[config.mk]
export PLATFORM = sky130hd
export DESIGN_NAME = event_group_scheduler
export DESIGN_NICKNAME = d
export VERILOG_FILES = /design/src/rtl/event_group_scheduler.sv
export SDC_FILE = /design/constraint.sdc
export NUM_CORES = 1
export LEC_CHECK = 0
export CAP_MARGIN = 10
export CORE_AREA = 2 2 80 82
export CTS_CLUSTER_SIZE = 20
export DETAILED_ROUTE_END_ITERATION = 6
export DIE_AREA = 0 0 82 84
export PLACE_DENSITY = 0.54
export SYNTH_ARGS = -nofsm -noshare
export SYNTH_HDL_FRONTEND = slang
export SYNTH_SLANG_ARGS = --single-unit
[constraint.sdc]
create_clock -name clk -period 2.4 [get_ports clk]
set_clock_uncertainty 0.15 [all_clocks]
set_input_delay 0.36 -clock clk [delete_from_list [all_inputs] [get_ports clk]]
set_output_delay 0.36 -clock clk [all_outputs]
set_load 0.03 [all_outputs]
[src/rtl/event_group_scheduler.sv]
// event_group_scheduler: group-locked round-robin pixel request scheduler.
// 16 requests form 4 groups of 4 members. A group is locked and its members
// are granted lowest-index first, each at most once per lock; the group is
// then released and the search continues from the following group.
// Optional HOLD timeout is enabled by defining SCHED_TIMEOUT_EN.
module event_group_scheduler #(
    parameter int unsigned TIMEOUT_CYCLES = 16
) (
    input  logic        clk,
    input  logic        reset,
    input  logic        enable_i,
    input  logic [15:0] req_i,
    input  logic        ack_i,
    output logic [15:0] gnt_o,
    output logic        valid_o,
    output logic [3:0]  addr_o,
    output logic        grp_release_o,
    output logic        busy_o,
    output logic        timeout_o
);

    typedef enum logic [1:0] {
        IDLE = 2'd0,
        SEL  = 2'd1,
        HOLD = 2'd2
    } state_t;

    state_t      state_q, state_d;
    logic [1:0]  grp_ptr_q, grp_ptr_d;
    logic [1:0]  cur_grp_q, cur_grp_d;
    logic [3:0]  mask_q, mask_d;
    logic [15:0] gnt_d;
    logic [3:0]  addr_d;
    logic        valid_d;
    logic        rel_pulse;
    logic        to_pulse;

    logic [1:0]  first_grp;
    logic [1:0]  scan_grp;
    logic [3:0]  mreq;
    logic [1:0]  mem;

`ifdef SCHED_TIMEOUT_EN
    localparam int unsigned CW = (TIMEOUT_CYCLES < 2) ? 1 : $clog2(TIMEOUT_CYCLES);
    logic [CW-1:0] tcnt_q, tcnt_d;
    logic          tcnt_hit;
    assign tcnt_hit = (tcnt_q == CW'(TIMEOUT_CYCLES - 1));
`else
    // The parameter only matters in the timeout build.
    logic unused_timeout_cfg;
    assign unused_timeout_cfg = |TIMEOUT_CYCLES;
`endif

    // Round-robin search for the first requesting group starting at grp_ptr;
    // scanning backwards lets the closest group overwrite the others.
    always_comb begin
        first_grp = grp_ptr_q;
        scan_grp  = '0;
        for (int unsigned k = 4; k > 0; k--) begin
            scan_grp = grp_ptr_q + 2'(k - 1);
            if (|req_i[{scan_grp, 2'b00} +: 4]) begin
                first_grp = scan_grp;
            end
        end
    end

    // Lowest-index member of the locked group still allowed by the mask.
    always_comb begin
        mreq = req_i[{cur_grp_q, 2'b00} +: 4] & mask_q;
        mem  = '0;
        for (int unsigned k = 4; k > 0; k--) begin
            if (mreq[k-1]) begin
                mem = 2'(k - 1);
            end
        end
    end

    // Next-state, next-output and pulse logic of the IDLE/SEL/HOLD machine.
    always_comb begin
        state_d   = state_q;
        grp_ptr_d = grp_ptr_q;
        cur_grp_d = cur_grp_q;
        mask_d    = mask_q;
        gnt_d     = gnt_o;
        addr_d    = addr_o;
        valid_d   = valid_o;
        rel_pulse = 1'b0;
        to_pulse  = 1'b0;
`ifdef SCHED_TIMEOUT_EN
        tcnt_d    = tcnt_q;
`endif
        if (enable_i) begin
            unique case (state_q)
                IDLE: begin
                    if (|req_i) begin
                        cur_grp_d = first_grp;
                        mask_d    = '1;
                        state_d   = SEL;
                    end
                end
                SEL: begin
                    if (|mreq) begin
                        valid_d = 1'b1;
                        addr_d  = {cur_grp_q, mem};
                        gnt_d   = 16'd1 << {cur_grp_q, mem};
                        mask_d  = 4'b1110 << mem;
                        state_d = HOLD;
`ifdef SCHED_TIMEOUT_EN
                        tcnt_d  = '0;
`endif
                    end else begin
                        rel_pulse = 1'b1;
                        grp_ptr_d = cur_grp_q + 2'd1;
                        mask_d    = '1;
                        state_d   = IDLE;
                    end
                end
                HOLD: begin
                    if (ack_i) begin
                        valid_d = 1'b0;
                        gnt_d   = '0;
                        addr_d  = '0;
                        state_d = SEL;
`ifdef SCHED_TIMEOUT_EN
                    end else if (tcnt_hit) begin
                        valid_d  = 1'b0;
                        gnt_d    = '0;
                        addr_d   = '0;
                        to_pulse = 1'b1;
                        state_d  = SEL;
                    end else begin
                        tcnt_d = tcnt_q + CW'(1);
`endif
                    end
                end
                default: begin
                    state_d = IDLE;
                end
            endcase
        end
    end

    // State and registered-output update with synchronous reset.
    always_ff @(posedge clk) begin
        if (reset) begin
            state_q   <= IDLE;
            grp_ptr_q <= '0;
            cur_grp_q <= '0;
            mask_q    <= '1;
            gnt_o     <= '0;
            addr_o    <= '0;
            valid_o   <= 1'b0;
`ifdef SCHED_TIMEOUT_EN
            tcnt_q    <= '0;
`endif
        end else begin
            state_q   <= state_d;
            grp_ptr_q <= grp_ptr_d;
            cur_grp_q <= cur_grp_d;
            mask_q    <= mask_d;
            gnt_o     <= gnt_d;
            addr_o    <= addr_d;
            valid_o   <= valid_d;
`ifdef SCHED_TIMEOUT_EN
            tcnt_q    <= tcnt_d;
`endif
        end
    end

    assign busy_o        = (state_q != IDLE);
    assign grp_release_o = rel_pulse & ~reset;
    assign timeout_o     = to_pulse & ~reset;

endmodule

==> results of run 1 <==
power by group through the flow:
| stage | Clock (W) | Sequential (W) | Combinational [W] |
|---|---|---|---|
| floorplan | 0 | 0.000553 | 0.000116 |
| global placement | 0 | 0.000548 | 0.000227 |
| detailed placement | 0 | 0.000548 | 0.000227 |
| CTS | 0.000422 | 0.000537 | 0.000227 |
| global route | 0.000457 | 0.000537 | 0.000247 |
| finish | 0.000404 | 0.000536 | 0.000228 |
Yosys cell counts (3+ instances only):
library cell   n
dfxtp_1       31
nand3_1       26
a21oi_1       21
nand2_1       12
nor2_1        11
clkbuf_1       7
nand2b_1       7
o21ai_0        6
inv_1          4
nand4_1        4
nor3_1         4
nor4_1         4
o2bb2ai_1      4
and2_1         3
mux2i_1        3
flip-flops by register name (all words and copies together), names as in the netlist:
register,count
mask_q,4
valid_o,1
state_q,2
cur_grp_q,2
addr_o,4
gnt_o,16
grp_ptr_q,2
final cells by class:
class / count / share of cell area [%]
clock buffers: 6 / 3.537
clock inverters: 1 / 0.2144
flip-flops and latches: 31 / 26.74
well taps: 77 / 4.126
inverters: 4 / 0.6431
repair buffers: 70 / 27.81
multi-input cells: 134 / 36.92
worst register-to-register path, stage by stage (launching register included):
cell and delay (ns):
dfxtp_4 0.39, mux4_2 0.55, a22oi_4 0.20, buf_4 0.13
buf_4 0.09, buf_4 0.12, a21oi_2 0.09, nor3b_2 0.31
o2bb2ai_1 0.16
repair_timing:
item,CTS,global route
setup buffers,1,1
endpoints found under the setup margin,1,1
pin swaps,4,4
gates resized for setup,14,7
layer usage:
layer | vias up | track usage [%] | part of all wire, %
li1 | 795 | - | -
met1 | 723 | 18.05 | 48
met2 | 35 | 19.59 | 46
met3 | 7 | 4.113 | 4.8
met4 | 0 | 3.788 | 1.2
met5 | - | 0 | 0
cell families (layout without fill, tap and decap cells):
group | after synthesis | after routing | share of synthesized area, %
buffers and inverters | 16 | 81 | 6.250
other | 1 | 1 | 0.2371
AOI/OAI and AO/OA | 46 | 46 | 19.86
DFF | 31 | 31 | 39.24
and+or+nand+nor | 80 | 80 | 26.34
muxes | 7 | 7 | 8.069
worst paths after layout:
kind	from	end	slack, ns	cells past startpoint
setup / recovery	req_i[7]	grp_release_o	0.07	6
hold reg to reg	valid_o$_SDFFE_PP0P_	valid_o$_SDFFE_PP0P_	0.30	2
setup reg to reg	cur_grp_q[0]$_SDFFE_PP0P_	gnt_o[8]$_SDFFE_PP0P_	0.16	8
hold / removal	valid_o$_SDFFE_PP0P_	valid_o$_SDFFE_PP0P_	0.30	2
stage by stage:
stage | power (W) | cell area [µm²] | setup WS, ns | instances
final | 0.001168 | 2335 | 0.07078 | 323
after global routing | 0.001241 | 2335 | -0.02331 | 323
after CTS | 0.001186 | 2310 | 0.001397 | 322
after detailed placement | 0.0007752 | 2220 | -0.06908 | 314
after global placement | 0.0007752 | 2220 | -0.07595 | 314
after floorplan | 0.0006681 | 1582 | 0.06651 | 181
==> impl_metrics.yaml, run 1 <==
timing:
  hold_slack_ns: 0.3032
  setup_viol_count_final: 0
  fmax_mhz: 429.3
  drv_slew: 0
  timing.final.crit_share_pct: 97.05
  grt_setup_unrepaired: "true"
  min_period_ns: 2.329
  hold_viol: 0
  fin_setup_tns_ns: 0
pwr:
  p_int_w: 0.0008629
  p_seq_share_pct: 45.9
  p_comb_share_pct: 19.5
  switching_power_w: 0.0003048
  clkPwrFrac_pct: 34.6
  swShare_pct: 26.10
  ir_drop_uv: 236.0
  powerDensity_nw_per_um2: 500.1
  p_leak_nw: 0.9008
global_routing:
  grt_max_degree: 25
  grt.overflow.total: 0
  grt_pass1_wl_mm: 6.982
  antenna_found_initial: 0
  grt_pass1_vias: 1466
  grt_use_total_pct: 13.13
floorplan:
  dieArea_um2: 6888
  num_rows: 29
  start_util_pct: 25.94
  core_area_um2: 6096
  fp.dieH_um: 84
  die_x_um: 82
  ioPinCount: 44
setup_path:
  critPathTopFamily: "buffers and inverters"
  worstSetupStartpointType: "input port"
  slowest_delay_ns: 0.51
  path_class: "input port to output port"
  critPathArrivalTime_ns: 1.82
  worstPathBufferInverterCount: 2
  cp_cell_sequence: "clkdlybuf4s50_1, mux4_2, a22oi_4, nand3_2, nor2_2, buf_6"
  slowest_stage: "mux4_2"
  critPathCaptureType: "output port"
  cp_max_fo: 2
  worstPathRequired_ns: 1.89
finish:
  diodes: 0
  final_cell_mix: "dfxtp_1, clkdlybuf4s50_1, buf_4, nand3_1, a21oi_1"
  n_fill_cell: 657
  final-seq-area_um2: 624.3
  drive_gt1_share_pct: 19.11
  area_growth_pct: 47.63
  post-route-util_pct: 38.30
  fin_nets: 266
  multiInputGateArea_um2: 862.1
  layout_commonest_cell: "dfxtp_1"
logic_synthesis:
  synthCells: 181
  avgSynthCellArea_um2: 8.738
  synth_top_area_share_pct: 39.24
  yosys_warnings: 0
  ys.flop_type: "dfxtp_1"
  synthArstFlopShare_pct: 0
  synthTopCellsByArea: "dfxtp_1, nand3_1, a21oi_1, mux4_1, mux4_2"
  synth-edff-count: 0
  ys_ff_latch: 31
  syn_area_um2: 1582
  yosysSeqAreaShare_pct: 39.24
  synth_nets: 201
  synth_cell_types: 39
  synth_top_area_cell: "dfxtp_1"
cts:
  htree_levels: 2
  clkTransAtPathRegs_ns: 0.06
  cts.path.max_buffers: 2
  cts_buffers: 5
  clk-insertion-delay-late_ns: 0.28
  clock-sinks: 31
  root_buffer: "clkbuf_8"
  cts_tree: "yes"
  ctsHoldBuffers: 0
detailed_routing:
  ant_nets: 0
  wirelength_mm: 4.197
  num_vias: 1560
  drc: 0
  vias_per_cell: 4.830
  wl_per_cell_um: 12.99
  first_pass_iters: 4
  first_iter_violations: 65
place:
  dp_hpwl_mm: 3.182
  io_buffers: 42
  gp_congestion: 0.7816
run_status:
  status: "finished, final reports clean"
hold_path:
  hp-class: "flop to flop"
flow_run:
  cap_violations: 0
(Power assumes the default switching activity.)
==> run 2, diff against run 1 <==
Settings changed: CAP_MARGIN 10 to 20, CORE_AREA 2 2 80 82 to 2 2 75 77, DIE_AREA 0 0 82 84 to 0 0 77 79, PLACE_DENSITY 0.54 to 0.59.
==> run 2 against run 1 <==
Compared with the run above: hold slack improved by 0.0026 ns; highest routed layer unchanged; clock-buffer cell count stayed put; largest cell class unchanged; critical endpoint unchanged; global-route usage grew 1.4 points.
==> impl_metrics.yaml, run 2 (synthesized netlist as in run 1, its figures left out) <==
detailed_routing:
  ant_nets: 0
  first_pass_iters: 4
  first_iter_violations: 73
  route.met3.wl_um: 171
  drc: 0
  wirelength_mm: 4.172
  top_layer: "met4"
  vias_per_cell: 4.928
  wl_per_cell_um: 13.00
  dr_wl_met2_mm: 2.003
  num_vias: 1582
  met1_length_mm: 1.955
setup_path:
  cp_cell_sequence: "clkdlybuf4s50_1, mux4_2, a22oi_4, nand3_2, nor2_4, buf_6"
  critPathCaptureType: "output port"
  cp_max_fo: 2
  slowest_delay_ns: 0.51
  rr_worst_depth: 8
  path_class: "input port to output port"
  critPathArrivalTime_ns: 1.83
  slowest_stage: "mux4_2"
  worstPathRequired_ns: 1.89
  worstSetupStartpointType: "input port"
place:
  io_buffers: 42
  gp_congestion: 0.7756
  dp_hpwl_mm: 3.177
  place_ws_ns: -0.08011
  place_inst: 311
global_routing:
  grt.overflow.total: 0
  grt_pass1_vias: 1509
  antenna_found_initial: 0
  grt_use_total_pct: 14.55
  grt_max_degree: 19
  grt_pass1_wl_mm: 7.093
finish:
  largest_reg_flops: 16
  largestRegisters: "gnt_o: 16 flops, addr_o: 4 flops, mask_q: 4 flops"
  area_growth_pct: 48.81
  fin_nets: 269
  largest_register: "gnt_o"
  diodes: 0
  final_cells: 321
  drive_gt1_share_pct: 20.08
  post-route-util_pct: 44.09
  final_cell_mix: "dfxtp_1, buf_4, clkdlybuf4s50_1, nand3_1, a21oi_1"
pwr:
  clkPwrFrac_pct: 35.0
  powerDensity_nw_per_um2: 500.8
  switching_power_w: 0.0003137
  swShare_pct: 26.62
  p_seq_share_pct: 45.4
  p_comb_share_pct: 19.6
  finalPower_w: 0.001179
  ir_drop_uv: 226.0
  p_int_w: 0.0008649
  p_leak_nw: 0.9048
timing:
  hold_viol: 0
  min_period_ns: 2.345
  fmax_mhz: 426.5
  setup_viol_count_final: 0
  grt_setup_unrepaired: "false"
  timing.final.ws_setup_ns: 0.05523
  drv_slew: 0
  timing.final.crit_share_pct: 97.70
floorplan:
  core_area_um2: 5338
  dieArea_um2: 6083
  die_x_um: 77
  num_rows: 27
  start_util_pct: 29.63
  ioPinCount: 44
  fp.dieH_um: 79
cts:
  htree_levels: 2
  clkTransAtPathRegs_ns: 0.06
  cts.path.max_buffers: 2
  clk-insertion-delay-late_ns: 0.28
  cts_tree: "yes"
  cts_buffers: 5
  clock-sinks: 31
  root_buffer: "clkbuf_8"
hold_path:
  hp-class: "flop to flop"
  min_delay_path_depth: 2
run_status:
  status: "finished, final reports clean"
flow_run:
  cap_violations: 0
==> run 2: cell types whose count changed in the layout (fill, tap and decap cells not counted) <==
cell / delta
nor2_4: +1
nor2_2: -1
clkdlybuf4s50_1: +1
buf_4: +3
dlymetal6s2s_1: -1
==> run 2: critical path, delay by kind of cell <==
family,cells,cell delay (ns)
and+or+nand+nor,2,0.24
muxes,1,0.51
AOI/OAI and AO/OA,1,0.16
buffers and inverters,2,0.56
==> run 2: power groups by stage <==
stage	sequential, W	clock (W)	combinational (W)
detailed placement	0.000548	0	0.000229
finish	0.000535	0.000412	0.000231
floorplan	0.000553	0	0.000116
global route	0.000537	0.000447	0.000253
CTS	0.000536	0.000421	0.000228
global placement	0.000548	0	0.000228
==> run 2: metal layers <==
metal | global-route usage, % | vias up
met5 | 0 | -
met4 | 3.929 | 0
met3 | 3.977 | 6
met2 | 23.77 | 32
met1 | 19.05 | 743
li1 | - | 801
==> run 2: final timing paths <==
path | from | endpoint | slack, ns
worst min register to register | valid_o$_SDFFE_PP0P_ | valid_o$_SDFFE_PP0P_ | 0.31
worst max register to register | cur_grp_q[0]$_SDFFE_PP0P_ | gnt_o[9]$_SDFFE_PP0P_ | 0.28
worst max-delay path | req_i[5] | grp_release_o | 0.06
worst min-delay path | valid_o$_SDFFE_PP0P_ | valid_o$_SDFFE_PP0P_ | 0.31
==> run 2: final cells by class <==
type | count | area [µm²]
clock buffer | 6 | 82.58
clock inverter | 1 | 5.005
fill | 585 | 2984
inverter | 4 | 15.01
multi-input combinational | 134 | 867.1
sequential | 31 | 624.3
tap | 72 | 90.09
timing repair buffer | 73 | 669.4
==> run 2: per-stage QoR <==
stage | TNS [ns] | hold WS [ns] | area, µm²
after floorplan | 0 | 0.3079 | 1582
after global placement | -0.4182 | 0.2946 | 2228
after detailed placement | -1.025 | 0.2975 | 2228
after CTS | 0 | 0.3098 | 2318
after global routing | 0 | 0.3254 | 2354
final | 0 | 0.3058 | 2354
==> run 2: repair_timing <==
item,in CTS,in global routing
endpoints found under the setup margin,1,1
gates cloned,0,0
buffers inserted,1,2
hold buffers,0,0
gates resized for setup,14,7
pin swaps,4,4
